==> src/rtl/nf2_dma_txfifo_dispatch_if.sv <==
// Bus bundle linking the DMA tx/rx FIFOs and the CPU queues to the dispatcher.
// The master side is the dispatcher. The slave side is the FIFO and queue fabric around it.
interface nf2_dma_txfifo_dispatch_if #(
    parameter int DMA_DATA_WIDTH = 32,
    parameter int NUM_CPU_QUEUES = 4
);
    logic                                         txfifo_empty;
    logic [DMA_DATA_WIDTH+3:0]                    txfifo_rd_data;
    logic                                         txfifo_rd_en;
    logic                                         rxfifo_full;
    logic                                         rxfifo_wr;
    logic [DMA_DATA_WIDTH+2:0]                    rxfifo_wr_data;
    logic [NUM_CPU_QUEUES-1:0]                    cpu_q_tx_wr;
    logic [DMA_DATA_WIDTH+2:0]                    cpu_q_tx_data;
    logic [NUM_CPU_QUEUES-1:0]                    cpu_q_tx_full;
    logic [NUM_CPU_QUEUES-1:0]                    cpu_q_rx_empty;
    logic [NUM_CPU_QUEUES-1:0]                    cpu_q_rx_rd_en;
    logic [NUM_CPU_QUEUES*(DMA_DATA_WIDTH+3)-1:0] cpu_q_rx_data;
    logic                                         err_bad_qid;
    logic                                         err_protocol;
    logic [15:0]                                  tx_pkt_cnt;
    logic [15:0]                                  rx_pkt_cnt;

    modport master (
        input  txfifo_empty, txfifo_rd_data, rxfifo_full,
               cpu_q_tx_full, cpu_q_rx_empty, cpu_q_rx_data,
        output txfifo_rd_en, rxfifo_wr, rxfifo_wr_data,
               cpu_q_tx_wr, cpu_q_tx_data, cpu_q_rx_rd_en,
               err_bad_qid, err_protocol, tx_pkt_cnt, rx_pkt_cnt
    );

    modport slave (
        output txfifo_empty, txfifo_rd_data, rxfifo_full,
               cpu_q_tx_full, cpu_q_rx_empty, cpu_q_rx_data,
        input  txfifo_rd_en, rxfifo_wr, rxfifo_wr_data,
               cpu_q_tx_wr, cpu_q_tx_data, cpu_q_rx_rd_en,
               err_bad_qid, err_protocol, tx_pkt_cnt, rx_pkt_cnt
    );
endinterface

==> src/rtl/nf2_dma_txfifo_dispatch.sv <==
// DMA tx FIFO dispatcher. It reads request and data words from the DMA tx FIFO.
// Tx packets are steered into one CPU queue. Rx requests pull a packet from a CPU
// queue into the DMA rx FIFO. All strobes are combinational from the registered
// state and the live flags, so a FIFO can never overflow or underflow.
module nf2_dma_txfifo_dispatch #(
    parameter int DMA_DATA_WIDTH = 32,
    parameter int NUM_CPU_QUEUES = 4
) (
    input  logic                             cpci_clk,
    input  logic                             cpci_reset_n,
    nf2_dma_txfifo_dispatch_if.master        bus
);
    localparam int W  = DMA_DATA_WIDTH;
    localparam int N  = NUM_CPU_QUEUES;
    localparam int QW = W + 3;

    typedef enum logic [1:0] {
        IDLE,
        TX_DATA,
        RX_DATA,
        DROP
    } state_t;

    state_t      state;
    logic [3:0]  qid;
    logic        fill_pend;
    logic        err_bad_qid_r;
    logic        err_protocol_r;
    logic [15:0] tx_cnt;
    logic [15:0] rx_cnt;

    logic        head_is_req;
    logic        head_flag;
    logic [3:0]  head_qid;
    logic        head_qid_ok;

    assign head_is_req = bus.txfifo_rd_data[W+3];
    assign head_flag   = bus.txfifo_rd_data[W+2];
    assign head_qid    = bus.txfifo_rd_data[3:0];
    assign head_qid_ok = ({1'b0, head_qid} < 5'(N));

    logic [N-1:0]  qsel;
    logic          sel_tx_full;
    logic          sel_rx_empty;
    logic [QW-1:0] sel_rx_data;

    // Decode the latched qid into a one-hot select and pick that queue's flags and head word
    always_comb begin
        qsel        = '0;
        sel_rx_data = '0;
        for (int i = 0; i < N; i++) begin
            qsel[i]     = (qid == 4'(i));
            sel_rx_data = sel_rx_data | ({QW{qsel[i]}} & bus.cpu_q_rx_data[i*QW +: QW]);
        end
        sel_tx_full  = |(bus.cpu_q_tx_full & qsel);
        sel_rx_empty = |(bus.cpu_q_rx_empty & qsel);
    end

    logic idle_pop;
    logic fill_go;
    logic tx_go;
    logic rx_go;
    logic drop_go;

    // Work out which transfer may happen this cycle; reset holds every strobe low
    always_comb begin
        idle_pop = 1'b0;
        fill_go  = 1'b0;
        tx_go    = 1'b0;
        rx_go    = 1'b0;
        drop_go  = 1'b0;
        if (cpci_reset_n) begin
            case (state)
                IDLE: begin
                    if (fill_pend) begin
                        fill_go = !bus.rxfifo_full;
                    end else begin
                        idle_pop = !bus.txfifo_empty;
                    end
                end
                TX_DATA: tx_go   = !bus.txfifo_empty && !sel_tx_full && !head_is_req;
                RX_DATA: rx_go   = !sel_rx_empty && !bus.rxfifo_full;
                DROP:    drop_go = !bus.txfifo_empty && !head_is_req;
                default: ;
            endcase
        end
    end

    assign bus.txfifo_rd_en   = idle_pop | tx_go | drop_go;
    assign bus.cpu_q_tx_wr    = tx_go ? qsel : '0;
    assign bus.cpu_q_tx_data  = tx_go ? bus.txfifo_rd_data[W+2:0] : '0;
    assign bus.cpu_q_rx_rd_en = rx_go ? qsel : '0;
    assign bus.rxfifo_wr      = rx_go | fill_go;
    assign bus.rxfifo_wr_data = rx_go   ? sel_rx_data :
                                fill_go ? {1'b1, {(QW-1){1'b0}}} : '0;
    assign bus.err_bad_qid    = err_bad_qid_r;
    assign bus.err_protocol   = err_protocol_r;
    assign bus.tx_pkt_cnt     = tx_cnt;
    assign bus.rx_pkt_cnt     = rx_cnt;

    // Dispatcher FSM with its qid, filler flag, error pulses and packet counters
    always_ff @(posedge cpci_clk or negedge cpci_reset_n) begin
        if (!cpci_reset_n) begin
            state          <= IDLE;
            qid            <= 4'd0;
            fill_pend      <= 1'b0;
            err_bad_qid_r  <= 1'b0;
            err_protocol_r <= 1'b0;
            tx_cnt         <= 16'd0;
            rx_cnt         <= 16'd0;
        end else begin
            err_bad_qid_r  <= 1'b0;
            err_protocol_r <= 1'b0;
            case (state)
                IDLE: begin
                    if (fill_go) begin
                        fill_pend <= 1'b0;
                    end else if (idle_pop) begin
                        if (!head_is_req) begin
                            err_protocol_r <= 1'b1;
                        end else if (!head_qid_ok) begin
                            err_bad_qid_r <= 1'b1;
                            if (head_flag) begin
                                fill_pend <= 1'b1;
                            end else begin
                                state <= DROP;
                            end
                        end else begin
                            qid   <= head_qid;
                            state <= head_flag ? RX_DATA : TX_DATA;
                        end
                    end
                end
                TX_DATA: begin
                    if (!bus.txfifo_empty && head_is_req) begin
                        err_protocol_r <= 1'b1;
                        state          <= IDLE;
                    end else if (tx_go && head_flag) begin
                        tx_cnt <= tx_cnt + 16'd1;
                        state  <= IDLE;
                    end
                end
                RX_DATA: begin
                    if (rx_go && sel_rx_data[QW-1]) begin
                        rx_cnt <= rx_cnt + 16'd1;
                        state  <= IDLE;
                    end
                end
                DROP: begin
                    if (!bus.txfifo_empty && head_is_req) begin
                        state <= IDLE;
                    end else if (drop_go && head_flag) begin
                        state <= IDLE;
                    end
                end
                default: state <= IDLE;
            endcase
        end
    end
endmodule

==> src/flat_wrapper.sv <==
// flat-port wrapper written by rule: the top's interface ports become plain ports
module nf2_dma_txfifo_dispatch_flat 
#(
    parameter int DMA_DATA_WIDTH = 32,
    parameter int NUM_CPU_QUEUES = 4
)
  (cpci_clk, cpci_reset_n, bus_txfifo_empty, bus_txfifo_rd_data, bus_rxfifo_full, bus_cpu_q_tx_full, bus_cpu_q_rx_empty, bus_cpu_q_rx_data, bus_txfifo_rd_en, bus_rxfifo_wr, bus_rxfifo_wr_data, bus_cpu_q_tx_wr, bus_cpu_q_tx_data, bus_cpu_q_rx_rd_en, bus_err_bad_qid, bus_err_protocol, bus_tx_pkt_cnt, bus_rx_pkt_cnt);
  nf2_dma_txfifo_dispatch_if #(.DMA_DATA_WIDTH(DMA_DATA_WIDTH), .NUM_CPU_QUEUES(NUM_CPU_QUEUES)) bus_i ();
  input  logic cpci_clk;
  input  logic cpci_reset_n;
  input wire logic [$bits(bus_i.txfifo_empty)-1:0] bus_txfifo_empty;
  input wire logic [$bits(bus_i.txfifo_rd_data)-1:0] bus_txfifo_rd_data;
  input wire logic [$bits(bus_i.rxfifo_full)-1:0] bus_rxfifo_full;
  input wire logic [$bits(bus_i.cpu_q_tx_full)-1:0] bus_cpu_q_tx_full;
  input wire logic [$bits(bus_i.cpu_q_rx_empty)-1:0] bus_cpu_q_rx_empty;
  input wire logic [$bits(bus_i.cpu_q_rx_data)-1:0] bus_cpu_q_rx_data;
  output wire logic [$bits(bus_i.txfifo_rd_en)-1:0] bus_txfifo_rd_en;
  output wire logic [$bits(bus_i.rxfifo_wr)-1:0] bus_rxfifo_wr;
  output wire logic [$bits(bus_i.rxfifo_wr_data)-1:0] bus_rxfifo_wr_data;
  output wire logic [$bits(bus_i.cpu_q_tx_wr)-1:0] bus_cpu_q_tx_wr;
  output wire logic [$bits(bus_i.cpu_q_tx_data)-1:0] bus_cpu_q_tx_data;
  output wire logic [$bits(bus_i.cpu_q_rx_rd_en)-1:0] bus_cpu_q_rx_rd_en;
  output wire logic [$bits(bus_i.err_bad_qid)-1:0] bus_err_bad_qid;
  output wire logic [$bits(bus_i.err_protocol)-1:0] bus_err_protocol;
  output wire logic [$bits(bus_i.tx_pkt_cnt)-1:0] bus_tx_pkt_cnt;
  output wire logic [$bits(bus_i.rx_pkt_cnt)-1:0] bus_rx_pkt_cnt;
  assign bus_i.txfifo_empty = bus_txfifo_empty;
  assign bus_i.txfifo_rd_data = bus_txfifo_rd_data;
  assign bus_i.rxfifo_full = bus_rxfifo_full;
  assign bus_i.cpu_q_tx_full = bus_cpu_q_tx_full;
  assign bus_i.cpu_q_rx_empty = bus_cpu_q_rx_empty;
  assign bus_i.cpu_q_rx_data = bus_cpu_q_rx_data;
  assign bus_txfifo_rd_en = bus_i.txfifo_rd_en;
  assign bus_rxfifo_wr = bus_i.rxfifo_wr;
  assign bus_rxfifo_wr_data = bus_i.rxfifo_wr_data;
  assign bus_cpu_q_tx_wr = bus_i.cpu_q_tx_wr;
  assign bus_cpu_q_tx_data = bus_i.cpu_q_tx_data;
  assign bus_cpu_q_rx_rd_en = bus_i.cpu_q_rx_rd_en;
  assign bus_err_bad_qid = bus_i.err_bad_qid;
  assign bus_err_protocol = bus_i.err_protocol;
  assign bus_tx_pkt_cnt = bus_i.tx_pkt_cnt;
  assign bus_rx_pkt_cnt = bus_i.rx_pkt_cnt;
  nf2_dma_txfifo_dispatch #(.DMA_DATA_WIDTH(DMA_DATA_WIDTH), .NUM_CPU_QUEUES(NUM_CPU_QUEUES)) u_core (.cpci_clk(cpci_clk), .cpci_reset_n(cpci_reset_n), .bus(bus_i));
endmodule
==> config.mk <==
export PLATFORM = sky130hd
export DESIGN_NAME = nf2_dma_txfifo_dispatch_flat
export DESIGN_NICKNAME = d
export VERILOG_FILES = /design/src/rtl/nf2_dma_txfifo_dispatch_if.sv /design/src/rtl/nf2_dma_txfifo_dispatch.sv /design/src/flat_wrapper.sv
export SDC_FILE = /design/constraint.sdc
export NUM_CORES = 1
export LEC_CHECK = 0
export ABC_AREA = 1
export BUFFER_PORTS_ARGS = -buffer_cell sky130_fd_sc_hd__buf_2
export CAP_MARGIN = 20
export CORE_AREA = 2 2 117 119
export CTS_CLUSTER_DIAMETER = 60
export DETAILED_ROUTE_END_ITERATION = 10
export DIE_AREA = 0 0 119 121
export GPL_TIMING_DRIVEN = 0
export SLEW_MARGIN = 20
export SYNTH_ARGS = -nofsm -noshare
export SYNTH_HDL_FRONTEND = slang
export SYNTH_SLANG_ARGS = --single-unit
==> constraint.sdc <==
create_clock -name cpci_clk -period 2.4 [get_ports cpci_clk]
set_input_delay 0.24 -clock cpci_clk [delete_from_list [all_inputs] [get_ports cpci_clk]]
set_output_delay 0.24 -clock cpci_clk [all_outputs]
set_load 0.03 [all_outputs]
# Word-level counts from Yosys, hierarchy flattened
# Index checks and enable logic that the tools add are counted.
# op_classes
reduce_logical,25
n_bitwise,14
n_mux,44
n_lt_le_gt_ge,1
n_eq_ne,14
addsub,2
# ops
op,n
AND 35 bit,4
two-way mux 35 bit,3
bitwise OR 35 bit,3
adder 16 x 1 -> 16 bit (second input constant),2
two-way mux 1 bit,26
two-way mux 2 bit,11
AND reduction 5 bit,2
AND 4 bit,2
equality test 4 x 2 -> 1 bit (second input constant),2
logical AND 1 bit,8
two-way mux 4 bit,2
one-hot mux 2 bit (4 select lines),1
OR reduction 4 bit,2
AND reduction 7 bit,1
inequality test 2 bit (second input constant),3
inequality test 3 x 1 -> 1 bit (second input constant),2
nonzero test 2 bit,3
zero test 1 bit,5
equality test 2 bit (second input constant),2
equality test 4 x 1 -> 1 bit (second input constant),1
zero test 4 bit,1
< comparator 4 x 3 -> 1 bit (second input constant),1
inequality test 2 x 1 -> 1 bit (second input constant),2
inequality test 3 x 2 -> 1 bit (second input constant),1
7 further kinds,10
# totals
reg_bits,41
input_bits,188
out_inout_bits,114
wordCells,107

# Longest topological paths before layout
# Gate-level depths: netlist of the first run.
# logic_depth
word_depth,12
mapped_depth,12

# Worst setup path after synthesis of the first run
# OpenSTA, ideal clock, no wires.
# synth_path
path_type,register to output
start,register u_core.qid[3]
end,output port bus_rxfifo_wr_data[10]
t_arrival_ns,1.756
n_path_buf,2
path_stages_with_launch,8
slack_ns,0.404
path_cell_list,dfrtp_1 -> nor2_4 -> buf_4 -> nand2_1 -> clkinv_1 -> buf_4 -> nand2_1 -> a41oi_1
# synth_via
elab_chain_cells,8
# synth_lines
item,line_no,source
from (decl),nf2_dma_txfifo_dispatch.sv:25,logic [3:0] qid;
from (signal assigned),nf2_dma_txfifo_dispatch.sv:129,qid <= head_qid;
equality test 4 x 1 -> 1 bit (tied with other cells),nf2_dma_txfifo_dispatch.sv:52,qsel[i] = (qid == 4'(i));
AND 4 bit,nf2_dma_txfifo_dispatch.sv:56,sel_rx_empty = |(bus.cpu_q_rx_empty & qsel);
OR reduction 4 bit,nf2_dma_txfifo_dispatch.sv:56,
zero test 1 bit,nf2_dma_txfifo_dispatch.sv:82,RX_DATA: rx_go = !sel_rx_empty && !bus.rxfifo_full;
logical AND 1 bit,nf2_dma_txfifo_dispatch.sv:82,
two-way mux 1 bit,nf2_dma_txfifo_dispatch.sv:73,case (state)
two-way mux 1 bit,nf2_dma_txfifo_dispatch.sv:72,if (cpci_reset_n) begin
two-way mux 35 bit (*),nf2_dma_txfifo_dispatch.sv:94,assign bus.rxfifo_wr_data = rx_go ? sel_rx_data :
to (decl),flat_wrapper.sv:19,output wire logic [$bits(bus_i.rxfifo_wr_data)-1:0] bus_rxfifo_wr_data;
# Mark *: on every way between the ends. The rest lies on a longest branch, timed or not.

# Worst setup path in the final report of the first run
# layout_path
start,register u_core.qid[2]
end,output port bus_rxfifo_wr_data[10]
# Same word-level chain as after synthesis.

==> results.ini, run 1 <==
[status]
outcome=finished, final reports clean

[layout]
layout.cells.non_filler=1072
fin_util=0.4388
nFillCells=1403
fin_nets=1085
area_delta_synth_final_pct=55.66
antenna_cells=0
drive_gt1_frac=0.4085

[route]
finalWirelength_um=16100
drt_iter0_drc=349
vias=5044
viasPerCell=4.705
ant_nets=0
wl_per_cell_um=15.01
drc=0
first_pass_iters=5

[pwr]
pwr-share-comb=0.492
p_switching_uw=1379
pwr-share-clk=0.215
p_seq_frac=0.293
internal-power_uw=1656
p_per_area_nw_per_um2=528.5
peakVddDrop_mv=0.2663
p_sw_frac=0.4543
p_leak_uw=0.003106

[timing]
fin_skew_ps=2.846
hold_viol_final=0
setup_ws_ps=97.38
setup_violations=0
max_freq_mhz=434.3
slew_headroom=0.6882
fin_crit_ps=2303
period_share=0.9594
slew_violations=0
worstMarginPinSlew_ps=467.8

[yosys]
synth_mux_area_frac=0
yosys.area.top_type=dfrtp_1
yosysMostFrequentCell=nand2_1
synth-xor-area-share=0.06649
synth.avg_cell_area_um2=6.371
syn-num-nets=769
synth_compound_area_frac=0.09939
ys_seq_elements=41
synthArstFlopShare=1.000
synth_top_cells_by_count=146 x nand2_1, 100 x nand3_1, 74 x nor2_1
synthCells=579
synth_top_family_by_area=simple AND/OR/NAND/NOR gates
yosysSeqAreaShare=0.2782
syn_area_um2=3689
synth_ff_type=dfrtp_1
yosys.area_share.simple=0.4193
synth_adder_area_share=0.006784
netlist.area_leader.share=0.2782
synth.area.top_cells=dfrtp_1 28%, nand2_1 15%, nand3_1 14%
ys_warn_count=0
synth_edf_count=0
yosysUniqueCellTypes=28

[clock_tree]
clock_sinks=41
cts_root_buf=clkbuf_16
clk_path_buf_depth=2
clk_pin_slew_worst_paths_ps=60
insertion_delay_ps=280
cts-htree-levels=2
cts_buffers=5
cts_tree=done

[critical_path]
crit_path_end_kind=output pin
worstPathCellList=nor2_4 -> buf_4 -> nand2_1 -> clkinvlp_4 -> buf_4 -> nand2_1 -> a41oi_1 -> buf_2
critPathMaxStageDelay_ps=410
critPathSlowestCell=dfrtp_1
crit_fanout=10
required_ps=2160
start_kind=flop
cp_data_arrival_time_ps=2060
path_class=reg -> out
rr_worst_depth=11

[floorplanning]
die_area_um2=14400
row_count=42
die_h_um=121
start_util=0.2819
core_um2=13090
io_pins=302
fp.dieW_um=119

[run]
max-cap-violations=0

[placed_design]
gp_congestion=0.9077
pre_cts_slack_ps=-325.8
dp_hpwl_um=13100
dp_cells=1056
port_buffers=301

[grt]
gr-total-overflow=0
grt_max_degree=42
track_usage=0.2128
antenna_found_initial=0
grt_pass1_vias=4813
grt_first_pass_wirelength_um=24710

[hold_path]
hold_class=in -> reg
holdPathStages=2

==> metrics by stage <==
stage	hold WS [ps]	instance area, um^2	setup TNS [ps]	total power [uW]
after detailed placement	460.5	5415	-10350	2321
after global placement	457.6	5415	-10600	2313
after floorplan	-55.59	3689	0	1774
after global routing	223.2	5742	-50.83	3248
final	203.8	5742	0	3034
after CTS	206.0	5649	0	3025
==> critical path: cells and delay by family, from the launching register on <==
kind / cells / cell delay [ps]
AND/OR/NAND/NOR: 3 / 330
buffers and inverters: 4 / 770
flip-flops: 1 / 410
AO/OA/AOI/OAI: 1 / 270
==> cells by family after synthesis <==
kind of cell,count (synthesis)
simple gates,351
buf+inv,110
flops,41
compound gates,47
xor+xnor,28
fa+ha+maj,2
==> registers in the layout, indices dropped and copies added (netlist names) <==
register and flops:
u_core.bus.rx_pkt_cnt 16, u_core.bus.tx_pkt_cnt 16, u_core.qid 4, u_core.state 2, u_core.bus.err_bad_qid 1, u_core.bus.err_protocol 1, u_core.fill_pend 1
==> timing repair <==
item                                    CTS  global route
buffers inserted                          4             3
resized for setup                         9            47
hold endpoints to repair                 41             0
endpoints found under the setup margin   78            43
hold buffers                              2             0
pin swaps                                 2             2
==> cells in the final DEF, fill, tap and decap left out <==
cell / n
dlygate4sd3_1: 1
nand4_2: 1
nand2_4: 2
buf_12: 2
nand3_1: 100
buf_4: 29
inv_1: 73
a41oi_2: 2
xnor2_1: 10
xor2_1: 18
nand3b_1: 2
nor2_2: 5
o21ai_1: 2
o22ai_1: 1
clkbuf_4: 1
buf_2: 289
nand3_2: 3
clkbuf_1: 6
o211ai_1: 1
clkbuf_16: 5
inv_2: 2
clkinv_2: 2
o21ai_0: 5
a41oi_1: 32
a21oi_1: 4
nor3_1: 11
ha_1: 2
clkbuf_2: 10
nand4_1: 6
nand2_1: 145
nor2_1: 72
buf_6: 5
nor2_4: 3
dfrtp_2: 2
dfrtp_1: 39
clkinvlp_4: 2
nand2_2: 1
==> final timing paths <==
kind / startpoint / endpoint / slack (ps)
max in group asynchronous: cpci_reset_n / u_core.qid[1] / 1600
worst max register to register: u_core.qid[2] / u_core.state[1] / 650
worst max-delay path: u_core.qid[2] / bus_rxfifo_wr_data[10] / 100
worst min register to register: u_core.bus.tx_pkt_cnt[11] / u_core.bus.tx_pkt_cnt[11] / 510
min in group asynchronous: cpci_reset_n / u_core.bus.rx_pkt_cnt[8] / 590
worst min-delay path: bus_txfifo_rd_data[35] / u_core.bus.err_protocol / 200
==> power by group through the flow <==
stage | sequential [uW] | combinational [uW] | clock [uW]
after global placement | 896 | 1420 | 0
final | 888 | 1490 | 652
after floorplan | 963 | 811 | 0
after detailed placement | 898 | 1420 | 0
after CTS | 888 | 1470 | 668
after global routing | 908 | 1640 | 701
==> routing by layer <==
metal  track usage  share of wire  vias up
met5             0              0        -
met4       0.07440          0.031        0
met3       0.02914          0.066       22
met2        0.3639           0.49      222
met1        0.2750           0.41     2275
li1              -              -     2525
==> layout make-up <==
class                           count  area (um^2)  area share
Inverter                           76        289.0     0.05034
Buffer                             33        211.5     0.03683
Multi-Input combinational cell    428         2211      0.3851
Timing Repair Buffer              310         1639      0.2855
Clock inverter                      3        17.52    0.003051
Tap cell                          176        220.2     0.03835
Clock buffer                        5        125.1     0.02179
Sequential cell                    41         1028      0.1791
Note: power is estimated with default switching activity, not from simulation.
==> run 2, diff against run 1 <==
Settings changed: PLACE_DENSITY from default to 0.59, SLEW_MARGIN 20 to default.
==> run 2 against run 1 <==
- final cell count is essentially flat
- routed wire length shrank 3.1%
- core utilization rose by 0.20 points
- largest power group unchanged
- highest routed layer unchanged
==> results.ini, run 2 (synthesis gave the netlist of run 1 again) <==
[clock_tree]
cts-htree-levels=2  ; unchanged
cts_buffers=5  ; unchanged
cts_root_buf=clkbuf_16  ; unchanged
insertion_delay_ps=280  ; about the same
clk_path_buf_depth=2  ; unchanged
clock_sinks=41  ; unchanged
clk_pin_slew_worst_paths_ps=60  ; about the same
cts_tree=done  ; unchanged

[route]
drc=0  ; unchanged
wl_met2_um=7970  ; was 7908 um
routed.top_layer=met4  ; unchanged
met3_length_um=971  ; was 1058 um
drt_iter0_drc=268  ; was 349
wl_per_cell_um=14.53  ; was 15.01 um
ant_nets=0  ; unchanged
wirelength_met1_um=6166  ; was 6625 um
vias=4992  ; was 5044
finalWirelength_um=15590  ; was 16100 um
first_pass_iters=4  ; was 5
viasPerCell=4.652  ; was 4.705

[critical_path]
required_ps=2160  ; about the same
start_kind=flop  ; unchanged
path_class=reg -> out  ; unchanged
crit_fanout=10  ; unchanged
crit_path_end_kind=output pin  ; unchanged
cp_data_arrival_time_ps=2120  ; was 2060 ps

[timing]
hold_slack_ps=203.2  ; was 203.8 ps
period_share=0.9814  ; was 0.9594
setup_violations=0  ; unchanged
hold_viol_final=0  ; unchanged
fin_crit_ps=2355  ; was 2303 ps
fin_skew_ps=4.254  ; was 2.846 ps
slew_headroom=0.6685  ; was 0.6882
worstMarginPinSlew_ps=497.2  ; was 467.8 ps
slew_violations=0  ; unchanged
max_freq_mhz=424.6  ; was 434.3 MHz

[layout]
drive_gt1_frac=0.4147  ; was 0.4085
final_common_cell=buf_2  ; unchanged
area_delta_synth_final_pct=56.38  ; was 55.66%
fin_nets=1086  ; was 1085
mostFrequentLayoutCells=292 x buf_2, 145 x nand2_1, 100 x nand3_1  ; was 289 x buf_2, 145 x nand2_1, 100 x nand3_1
fin_util=0.4408  ; was 0.4388
antenna_cells=0  ; unchanged

[grt]
grt_pass1_vias=4714  ; was 4813
antenna_found_initial=0  ; unchanged
gr-total-overflow=0  ; unchanged
grt_max_degree=42  ; unchanged
grt_first_pass_wirelength_um=23750  ; was 24710 um
track_usage=0.2067  ; was 0.2128

[run]
max-cap-violations=0  ; unchanged

[pwr]
p_per_area_nw_per_um2=524.8  ; was 528.5 nW/um^2
peakVddDrop_mv=0.2796  ; was 0.2663 mV
p_leak_uw=0.003118  ; was 0.003106 uW

[status]
outcome=finished, final reports clean  ; unchanged

[floorplanning]
die_h_um=121  ; unchanged
row_count=42  ; unchanged
start_util=0.2819  ; unchanged
fp.dieW_um=119  ; unchanged
die_area_um2=14400  ; unchanged
core_um2=13090  ; unchanged
io_pins=302  ; unchanged

[hold_path]
hold_class=in -> reg  ; unchanged

[placed_design]
dp_hpwl_um=12710  ; was 13100 um
port_buffers=301  ; unchanged
gp_congestion=0.8636  ; was 0.9077

-- run 2: per-stage QoR --
stage	total power [uW]	instance area, um^2	setup WS [ps]	setup TNS (ps)	std cells
6_report	3027	5768	44.58	0	1073
5_1_grt	3253	5768	-28.56	-88.15	1073
4_1_cts	3005	5672	3.054	0	1070
3_5_place_dp	2314	5415	-408.0	-10420	1056
3_3_place_gp	2317	5415	-425.3	-12030	1056
2_1_floorplan	1774	3689	404.3	0	579
-- run 2: layout make-up --
cell class	instances	area, um^2
Sequential cell	41	1030
Inverter	76	289.0
Timing Repair Buffer	310	1634
Buffer	34	222.7
Tap cell	176	220.2
Clock inverter	2	10.01
Clock buffer	6	128.9
Fill cell	1413	7317
Multi-Input combinational cell	428	2233
-- run 2: metal layers --
metal / vias up / global-route usage
met5: - / 0
li1: 2531 / -
met4: 0 / 0.08036
met2: 198 / 0.3725
met3: 32 / 0.03900
met1: 2231 / 0.2419
-- run 2: worst max-delay path, cell delays in order, from the launching register on --
cell and delay, ps:
dfrtp_1 380, nor2_4 60, buf_4 170, nand3_1 130, nand3_1 100, nor2_2 190
inv_2 70, buf_4 190, buf_6 150, a41oi_1 170, buf_2 230
-- run 2: what timing repair did --
| item | 4_1_cts | 5_1_grt |
|---|---|---|
| hold buffers | 2 | 0 |
| setup buffers | 4 | 3 |
| pin swaps | 2 | 2 |
| hold endpoints to repair | 41 | 0 |
| resized for setup | 17 | 39 |
| endpoints found under the setup margin | 75 | 42 |
-- run 2: worst paths after layout --
| path | from | to | slack, ps | cells after the start |
|---|---|---|---|---|
| hold / removal | bus_txfifo_rd_data[35] | u_core.bus.err_protocol | 200 | 2 |
| min in group asynchronous | cpci_reset_n | u_core.bus.rx_pkt_cnt[11] | 580 | 3 |
| setup / recovery | u_core.qid[2] | bus_rxfifo_wr_data[28] | 40 | 10 |
| max in group asynchronous | cpci_reset_n | u_core.qid[0] | 1600 | 3 |
| setup reg to reg | u_core.qid[2] | u_core.state[1] | 600 | 11 |
| hold reg to reg | u_core.bus.rx_pkt_cnt[8] | u_core.bus.rx_pkt_cnt[8] | 510 | 1 |
-- run 2: where the power goes --
part / leakage, uW / switching (uW) / internal, uW
combinational: 0.00251 / 1010 / 492
sequential: 0.000536 / 101 / 791
clock: 0.0000706 / 251 / 381
total: 0.00312 / 1360 / 1660
